$ cat src/rtl/nibble_serial_adder_ctrl_pkg.sv
// Shared types and helpers for the nibble-serial adder controller and its slice.
package nibble_serial_pkg;

    typedef enum logic [1:0] {IDLE, RUN, DONE} state_t;

    localparam int NIB_W = 4;

    // Width of the nibble index; at least one bit so the counter always exists.
    function automatic int idx_width(input int width);
        return (width / NIB_W > 1) ? $clog2(width / NIB_W) : 1;
    endfunction

endpackage

$ cat src/rtl/nibble_serial_adder_ctrl_cla4_slice.sv
// 4-bit combinational carry-lookahead slice with group generate/propagate.
module cla4_slice (
    input  logic [3:0] i_a,
    input  logic [3:0] i_b,
    input  logic       i_cin,
    output logic [3:0] o_sum,
    output logic       o_cout,
    output logic       o_gout,
    output logic       o_pout
);
    logic [3:0] w_g;
    logic [3:0] w_p;
    logic [4:0] w_c;

    assign w_g = i_a & i_b;
    assign w_p = i_a ^ i_b;

    assign w_c[0] = i_cin;
    assign w_c[1] = w_g[0] | (w_p[0] & i_cin);
    assign w_c[2] = w_g[1] | (w_p[1] & w_g[0]) | (w_p[1] & w_p[0] & i_cin);
    assign w_c[3] = w_g[2] | (w_p[2] & w_g[1]) | (w_p[2] & w_p[1] & w_g[0])
                  | (w_p[2] & w_p[1] & w_p[0] & i_cin);
    assign w_c[4] = o_gout | (o_pout & i_cin);

    assign o_gout = w_g[3] | (w_p[3] & w_g[2]) | (w_p[3] & w_p[2] & w_g[1])
                  | (w_p[3] & w_p[2] & w_p[1] & w_g[0]);
    assign o_pout = &w_p;
    assign o_sum  = w_p ^ w_c[3:0];
    assign o_cout = w_c[4];
endmodule

$ cat src/rtl/nibble_serial_adder_ctrl.sv
// WIDTH-bit add sequenced one nibble per clock through a single lookahead slice.
// Define NIBBLE_SERIAL_SUB_EN to enable subtraction through the sub input.
module nibble_serial_adder_ctrl
    import nibble_serial_pkg::*;
#(
    parameter int WIDTH = 16
) (
    input  logic             clk,
    input  logic             rst,
    input  logic             start,
    input  logic [WIDTH-1:0] a,
    input  logic [WIDTH-1:0] b,
    input  logic             cin,
    input  logic             sub,
    output logic             ready,
    output logic             done,
    output logic [WIDTH-1:0] sum,
    output logic             cout,
    output logic             pout
);
    localparam int NIB   = WIDTH / NIB_W;
    localparam int IDX_W = idx_width(WIDTH);

    generate
        if ((WIDTH % NIB_W) != 0 || WIDTH < 8) begin : g_bad_width
            $error("nibble_serial_adder_ctrl: WIDTH must be a multiple of 4 and >= 8");
        end
    endgenerate

    state_t                     r_state, w_next;
    logic [NIB-1:0][NIB_W-1:0]  r_a, r_b, r_sum;
    logic [IDX_W-1:0]           r_idx;
    logic                       r_carry, r_pacc, r_cout, r_pout;
    logic [NIB_W-1:0]           w_a_nib, w_b_nib, w_s_nib;
    logic                       w_co, w_po, w_g_unused, w_cin0, w_last;

    assign w_a_nib = r_a[r_idx];
    assign w_last  = (r_idx == IDX_W'(NIB - 1));

`ifdef NIBBLE_SERIAL_SUB_EN
    logic r_sub;
    always_ff @(posedge clk) begin
        if (rst)                             r_sub <= 1'b0;
        else if (r_state == IDLE && start)   r_sub <= sub;
    end
    assign w_b_nib = r_sub ? ~r_b[r_idx] : r_b[r_idx];
    assign w_cin0  = sub ? 1'b1 : cin;
`else
    logic w_sub_unused;
    assign w_sub_unused = sub;
    assign w_b_nib      = r_b[r_idx];
    assign w_cin0       = cin;
`endif

    cla4_slice u_slice (
        .i_a    (w_a_nib),
        .i_b    (w_b_nib),
        .i_cin  (r_carry),
        .o_sum  (w_s_nib),
        .o_cout (w_co),
        .o_gout (w_g_unused),
        .o_pout (w_po)
    );

    always_ff @(posedge clk) begin
        if (rst) r_state <= IDLE;
        else     r_state <= w_next;
    end

    always_comb begin
        w_next = r_state;
        case (r_state)
            IDLE:    if (start) w_next = RUN;
            RUN:     if (w_last) w_next = DONE;
            DONE:    w_next = IDLE;
            default: w_next = IDLE;
        endcase
    end

    // Unwritten sum nibbles keep their old contents until overwritten in RUN.
    always_ff @(posedge clk) begin
        if (rst) begin
            r_a     <= '0;
            r_b     <= '0;
            r_sum   <= '0;
            r_idx   <= '0;
            r_carry <= 1'b0;
            r_pacc  <= 1'b0;
            r_cout  <= 1'b0;
            r_pout  <= 1'b0;
        end else begin
            case (r_state)
                IDLE: if (start) begin
                    r_a     <= a;
                    r_b     <= b;
                    r_idx   <= '0;
                    r_carry <= w_cin0;
                    r_pacc  <= 1'b1;
                end
                RUN: begin
                    r_sum[r_idx] <= w_s_nib;
                    r_carry      <= w_co;
                    r_pacc       <= r_pacc & w_po;
                    if (w_last) begin
                        r_cout <= w_co;
                        r_pout <= r_pacc & w_po;
                    end else begin
                        r_idx <= r_idx + 1'b1;
                    end
                end
                default: ;
            endcase
        end
    end

    assign ready = (r_state == IDLE);
    assign done  = (r_state == DONE);
    assign sum   = r_sum;
    assign cout  = r_cout;
    assign pout  = r_pout;
endmodule

$ cat config.mk
export PLATFORM = sky130hd
export DESIGN_NAME = nibble_serial_adder_ctrl
export DESIGN_NICKNAME = d
export VERILOG_FILES = /design/src/rtl/nibble_serial_adder_ctrl_pkg.sv /design/src/rtl/nibble_serial_adder_ctrl_cla4_slice.sv /design/src/rtl/nibble_serial_adder_ctrl.sv
export SDC_FILE = /design/constraint.sdc
export NUM_CORES = 1
export LEC_CHECK = 0
export CAP_MARGIN = 20
export CELL_PAD_IN_SITES_DETAIL_PLACEMENT = 1
export CELL_PAD_IN_SITES_GLOBAL_PLACEMENT = 1
export CORE_MARGIN = 10
export CORE_UTILIZATION = 39
export DETAILED_ROUTE_END_ITERATION = 8
export PLACE_DENSITY = 0.89
export REMOVE_ABC_BUFFERS = 1
export SKIP_CTS_REPAIR_TIMING = 1
export SYNTH_ARGS = -nofsm -noshare
export SYNTH_HDL_FRONTEND = slang
export SYNTH_SLANG_ARGS = --single-unit
$ cat constraint.sdc
create_clock -name clk -period 5.9 [get_ports clk]
set_clock_uncertainty 0.15 [all_clocks]
set_input_delay 0.885 -clock clk [delete_from_list [all_inputs] [get_ports clk]]
set_output_delay 0.885 -clock clk [all_outputs]
set_load 0.05 [all_outputs]
==> impl_summary.md, run 1 <==
Outcome
The run finished with clean final reports.

Worst setup path
Data on the critical path arrives at its endpoint at 3.17 ns. The most critical setup path has its startpoint at r_idx[0]. In this run the worst path has a maximum fanout of 12.

The critical path is of the reg2reg type. The startpoint of the lowest-slack register-to-register path is r_idx[0]. Counting both buffers and inverters, the worst setup path holds a total of 0. The signal on the critical path passes through mux4_2 > ha_1 > a21o_1 > a31oi_2 > or3b_1 > a21oi_1. The cell with the biggest individual delay on the critical path is dfxtp_1. The worst setup path is launched from a flip-flop.

The cell family contributing the most delay on the critical path is compound AO/OA/AOI/OAI gates. STA puts the critical path data required time at 5.99 ns. The largest stage delay on the critical path is 0.74 ns. The worst setup path is captured at a flip-flop.

Layout
The area growth from synthesis to layout is 27.6%. Measured on the finished design, the core utilization comes to 50.8%. The net count of the finished layout is 385. The final cell count without fillers is 417. The number of antenna diodes in the final layout is 0. Of the cells placed in the final design, the portion with a size suffix greater than 1 is 6.76%.

After filler insertion, the fill cell instance count of the layout stands at 758. The finished cells cover 3190 um^2.

Pwr
Per report_power, the clock group accounts for a little under a third of the total. The net switching component of the power is 212 uW. The internal portion of the total power is roughly 580 uW. The total power is roughly 790 uW. The share of total power in sequential cells is 51.8%. The share of total power dissipated in combinational logic is 16.4%. The reported leakage power is 1.15 nW.

Net switching is 26.7% of the power. The worst-case IR drop observed on VDD is ~0.15 mV. In this run the power density over the cells is 249 nW/um^2.

Timing
The top achievable clock speed is 0.324 GHz. The worst max-slew margin expressed relative to the limit is 32.3%. Setup repair after global routing left no endpoint under its margin.

The final critical path takes up 52.3% of the cycle. For the finished layout, the period the worst path requires is a little over 3 ns. The worst-margin pin slew is 1.02 ns. Setup total negative slack on the finished layout was measured at 0 ns. The number of failing setup endpoints in the final timing report is 0. The final hold violation count is 0. The total count of max-transition violations in the final report is 0.

Worst hold path
The tightest min-delay check is of the reg2reg type. The worst hold path startpoint is r_b[11].

Routing
For this block, the via count after detailed routing is 2,162. Dividing the detail-routed via count by the number of cells gives 5.18. The first detailed-routing pass ran for 6 iterations. The starting DRC count in detailed routing is 69. The routed wirelength normalized by instance count is around 16 um. For this run, design rule violations remaining after detail routing come to 0. After detailed routing, the total wire length is 6800 um. The residual antenna-violating net count after detailed routing is 0.

Global route
The maximum number of pins on one net before global-route repair is 59. The number of global-route vias before repair was 2,362. The aggregate global-route resource usage is 13.4%. The initial antenna violation count is 0. The final global-route overflow total is 0. The wire length of the first global-routing pass is roughly 11,000 um.

Synthesis
The synthesized cell area is between 2000 and 3000 um^2. Yosys attributes the largest share of cell area to dfxtp_1 (45%), nand2_1 (12%), a21oi_1 (9.2%). The netlist uses 33 different library cells. In the synthesized netlist, the number of instances is a little under 300. The share of synthesized area in the top cell type comes to between 40% and 50%. Of all cell types, the one taking the most synthesized area is dfxtp_1.

The share of the Yosys chip area taken by registers is 44.8%. In this run, synthesis produced a sequential element count of 56. The mean instance size in the synthesized netlist is 8.51 um^2. The Yosys step of the flow raised 0 warnings.

Clock network
The number of CTS-inserted buffers is 5. Counting every sink on the clock net gives 56. The buffer levels on the longest clock path is 2. TritonCTS built the clock tree. After clock tree synthesis, the clock-pin slew on the worst setup and hold paths is 0.10 ns. The clock latency on the worst-skew pair is 0.32 ns.

The clock tree synthesis step divided the H-tree into 2 levels. The cell at the root of the clock tree is clkbuf_8.

Job
The tool flagged a number of max-cap violations equal to 0.

Place
The number of instances in the placed design is ~410. The HPWL after detailed placement is 4920 um. At the end of routability-driven placement, the weighted congestion stood at around 0.76. The total placed instance area is 3070 um^2. The count of buffers from port buffering is 55.

Floorplan
The area of the die is 10,000 um^2. The die is 100 um tall. The number of standard-cell rows in the floorplan is 29.

The chip width is roughly 100 um. Once the floorplan was initialized, standard cells occupied between 30% and 40% of the core. During I/O placement, the number of pins put on the boundary was 57. The region available for standard cell placement spans between 6000 and 7000 um^2.
==> power by group through the flow <==
stage                     clock [mW]  combinational, mW  sequential [mW]
after floorplan                    0             0.0632            0.425
after CTS                      0.256              0.130            0.411
after global placement             0              0.125            0.418
after global routing           0.274              0.144            0.414
after detailed placement           0              0.129            0.420
final                          0.252              0.130            0.411
==> worst register-to-register path: stages, from the launching register on <==
cell	delay (ns)
dfxtp_1	0.74
mux4_2	0.61
ha_1	0.33
a21o_1	0.21
a31oi_2	0.44
or3b_1	0.40
a21oi_1	0.14
==> routing by layer <==
layer	track usage, %	wire [um]	vias to the layer above
met1	15.4	2990	995
met4	4.78	175	0
met2	22.9	3250	54
li1	-	-	1099
met5	0	0	-
met3	4.19	393	14
==> state kept, by name (all words and copies together), names as in the netlist <==
register  flops
cout          1
r_carry       1
r_a          16
sum          16
r_pacc        1
r_b          16
r_state       2
pout          1
r_idx         2
==> metrics by stage <==
stage                     hold slack [ns]  setup slack (ns)
after global routing                0.339              2.60
after global placement              0.289              2.89
after floorplan                     0.277              3.21
after CTS                           0.312              2.75
after detailed placement            0.298              2.78
final                               0.309              2.81
==> cell type report <==
class,count,area [um^2],area share (%)
clock inverters,2,35.0,1.10
well taps,77,96.3,3.02
multi-input cells,213,1270,40.0
flip-flops and latches,56,1120,35.1
inverters,6,22.5,0.706
clock buffers,6,72.6,2.27
repair buffers,57,568,17.8
==> placed cells by master, fill, tap and decap left out, types with 2 or more instances in the layout <==
master,Yosys,final
dfxtp_1,56,56
ha_1,8,8
a311oi_1,3,3
or3b_1,3,3
nand2_1,81,81
and2_0,2,2
nor3_1,4,4
or3b_2,2,2
clkdlybuf4s50_1,0,54
o21ai_0,2,2
nor2b_1,2,2
mux4_2,8,8
nand3b_1,5,5
clkbuf_8,0,5
nor2_1,16,16
inv_1,6,6
or4_1,4,4
a211oi_1,2,2
nand3_1,8,8
a21oi_1,46,46
a31oi_1,6,6
==> cells in the mapped netlist <==
master	instances
nand3_1	8
a21oi_1	46
a211oi_1	2
nor3b_1	1
or4_1	4
inv_1	6
buf_2	8
nor2_1	16
a22oi_1	1
a31oi_2	1
ha_1	8
buf_6	1
a311oi_1	3
and3_1	1
fa_1	1
nand2_1	81
dfxtp_1	56
mux4_2	8
and2_0	2
o21ai_0	2
clkbuf_1	10
a21o_2	1
a31oi_1	6
o31a_1	1
or3b_1	3
xnor2_1	1
and4_1	1
nor3b_2	1
nor3_1	4
a21o_1	1
nand3b_1	5
nor2b_1	2
or3b_2	2
==> worst paths after layout <==
path | endpoint | slack (ns) | depth (start not counted)
max | sum[6] | 2.81 | 6
min reg2reg | r_b[11] | 0.31 | 2
max reg2reg | sum[6] | 2.81 | 6
min | r_b[11] | 0.31 | 2
==> cells by family (layout without fill, tap and decap cells) <==
logic type / after synthesis / after routing / share of synthesized area (%)
xor+xnor: 1 / 1 / 0.350
simple gates: 131 / 131 / 23.8
fa+ha+maj: 9 / 9 / 4.80
compound gates: 64 / 64 / 14.6
flops: 56 / 56 / 44.8
mux: 8 / 8 / 7.20
buf+inv: 25 / 71 / 4.45
No activity file was read; power rests on OpenSTA's default activity.
==> inputs of run 2 (changes only) <==
Settings changed: CORE_UTILIZATION 39 to 37, PLACE_DENSITY 0.89 to 0.86.
Clock period 5.9 ns to 3.2 ns, I/O delays scaled along.
==> run 2 against run 1 <==
Sequential cell count did not move; core utilization shrank 1.3 points; clock power increased by 83%; critical path type unchanged.
==> impl_summary.md, run 2 (same netlist as run 1, synthesis figures left out) <==
Worst setup path
The peak fanout along the critical path is 12. The signal on the critical path passes through mux4_2 > ha_1 > a21o_1 > a31oi_2 > or3b_1 > a21oi_1. The largest stage delay on the critical path is between 0.6 and 0.7 ns.

STA classifies the critical path endpoint as a flip-flop. The worst endpoint data arrival time is 3.05 ns. The startpoint class of the critical path is a flip-flop.

The kind of critical path is reg2reg. The worst endpoint required time is 3.28 ns. For this design, the slowest cell found on the critical path is dfxtp_1.

Place
The placed instances occupy a cell area of 3090 um^2. The weighted congestion reported at the end of routability-driven placement is 0.723. Detailed placement finished with a half-perimeter wire length of about 5100 um. During placement, the flow inserted port buffers numbering 55. The setup slack after placement is ~0.27 ns.

Timing
For this run, the top clock speed supported by timing is 0.338 GHz. The total count of max-transition violations in the final report is 0. Setup slack on the critical path of the routed design comes to 0.238 ns.

For the pin with the worst max-slew slack, the measured transition is 1.01 ns. The final critical path takes up 92.6% of the cycle. The final period demand of the worst path is between 2 and 3 ns. Setup repair after global routing left no endpoint under its margin.

After routing, the total negative slack on setup checks comes to 0 ns. The worst max-slew margin expressed relative to the limit is about 33%. Hold timing on the final database bottoms out at a slack of 0.311 ns. Setup violations remaining at the end of the flow were counted as 0. The final hold violation count was 0.

Clock network
Buffers inserted during clock tree synthesis total 5. The TritonCTS sink count is 56. The H-tree was split into 2 levels. TritonCTS built the clock tree. The later pin in the worst-skew pair is clocked with a latency of 0.31 ns. In this run the clock root is driven by a clkbuf_8. The clock-pin slew on the worst setup and hold paths is ~0.10 ns.

The longest clock path from root to sink contains 2 buffers.

Global route
The number of global-route vias before repair is 2,344. The initial antenna violation count is 0. The final global-route overflow total is 0.

The aggregate global-route resource usage is 12.7%. The maximum number of pins on one net before global-route repair is 59. The first global-routing pass estimated 10,900 um of wire.

Routing
The routed layout has 2,207 vias. In the routed design, unresolved DRC markers number 0. The starting DRC count in detailed routing is between 60 and 70. The final wirelength is 6530 um. In this run the remaining antenna-violating nets after routing total 0. Using the TritonRoute via totals, the vias-per-cell ratio works out to 5.27. In the final routed layout, each cell accounts on average for 15.6 um. The first TritonRoute pass finished after 4 iterations.

Pwr
Overall power consumption after layout is estimated at 1.46 mW. The combinational power share is 16.6%. Summed over all cells, the static leakage comes to approximately 1.2 nW. In this run the power spent charging and discharging nets is between 300 and 400 uW. The cell internal power dissipation is approximately 1.1 mW. The clock group share of total power is 31.6%. For this design the ratio of total power to cell area is around 460 nW/um^2.

Sequential cells account for a little over 50% of the total power. The largest vdd supply drop is about 0.17 mV. The switching power share of the total is 26.4%.

Layout
The most common library cell in the layout ignoring fill and taps is nand2_1. Fill cells in the final layout number a little under 800. The post-layout instance area is 3200 um^2.

The number of diodes added for antenna fixing is 0. In the layout the commonest cells are nand2_1 (81), dfxtp_1 (56), clkdlybuf4s50_1 (54), a21oi_1 (46), nor2_1 (16). In the final design database the tool counted 387 nets. In the final layout, the share of cells above drive strength 1 is under 10%. The layout overhead on the synthesized area is 27.9%.

Floorplan
The floorplan step defined a die boundary enclosing 10,400 um^2. The initialized floorplan defines 29 standard-cell rows. The overall die height is 102 um. Measured along the x axis, the die boundary spans 102 um. The core box area is ~6500 um^2. The initial standard-cell utilization of the core is 38.7%. The I/O pin total is 57.

Worst hold path
In this run the worst hold path is classified as reg2reg.

Outcome
The flow ran to the end, and the final reports show no timing, DRC or antenna violations.

Job
The reported max-cap violation count is 0.
## run 2: layer usage
layer	wire, um	vias up	global-route usage [%]	part of all wire [%]
li1	-	1100	-	-
met1	2880	1052	14.8	44
met2	3220	49	22.5	49
met3	382	6	3.64	5.8
met4	58	0	3.15	0.89
met5	0	-	0	0
## run 2: per-stage QoR
| stage | utilization, % | std cells |
|---|---|---|
| CTS | 49.5 | 419 |
| global placement | 47.8 | 411 |
| floorplan | - | 275 |
| global route | 49.5 | 419 |
| detailed placement | 47.8 | 411 |
| finish | 49.5 | 419 |
## run 2: final timing paths
kind	from	end	slack, ns	cells after the start
setup / recovery	r_idx[1]	sum[10]	0.24	6
hold / removal	r_b[0]	r_b[0]	0.31	2
setup reg to reg	r_idx[1]	sum[10]	0.24	6
hold reg to reg	r_b[0]	r_b[0]	0.31	2
## run 2: worst max-delay path, delay by kind of cell, from the launching register on
kind | cells | cell delay [ns]
simple gates | 1 | 0.42
compound gates | 3 | 0.81
flops | 1 | 0.61
mux | 1 | 0.58
fa+ha+maj | 1 | 0.32
## run 2: power groups by stage
stage | combinational, mW | clock, mW | sequential, mW
floorplan | 0.117 | 0 | 0.783
global placement | 0.234 | 0 | 0.769
detailed placement | 0.245 | 0 | 0.772
CTS | 0.246 | 0.472 | 0.756
global route | 0.267 | 0.495 | 0.761
finish | 0.242 | 0.460 | 0.755
## run 2: layout make-up
class,instances,area [um^2],share of cell area (%)
tap,77,96.3,3.01
clock buffer,6,72.6,2.27
clock inverter,2,35.0,1.10
multi-input combinational,213,1270,39.9
timing repair buffer,59,576,18.0
sequential,56,1120,35.1
inverter,6,22.5,0.704
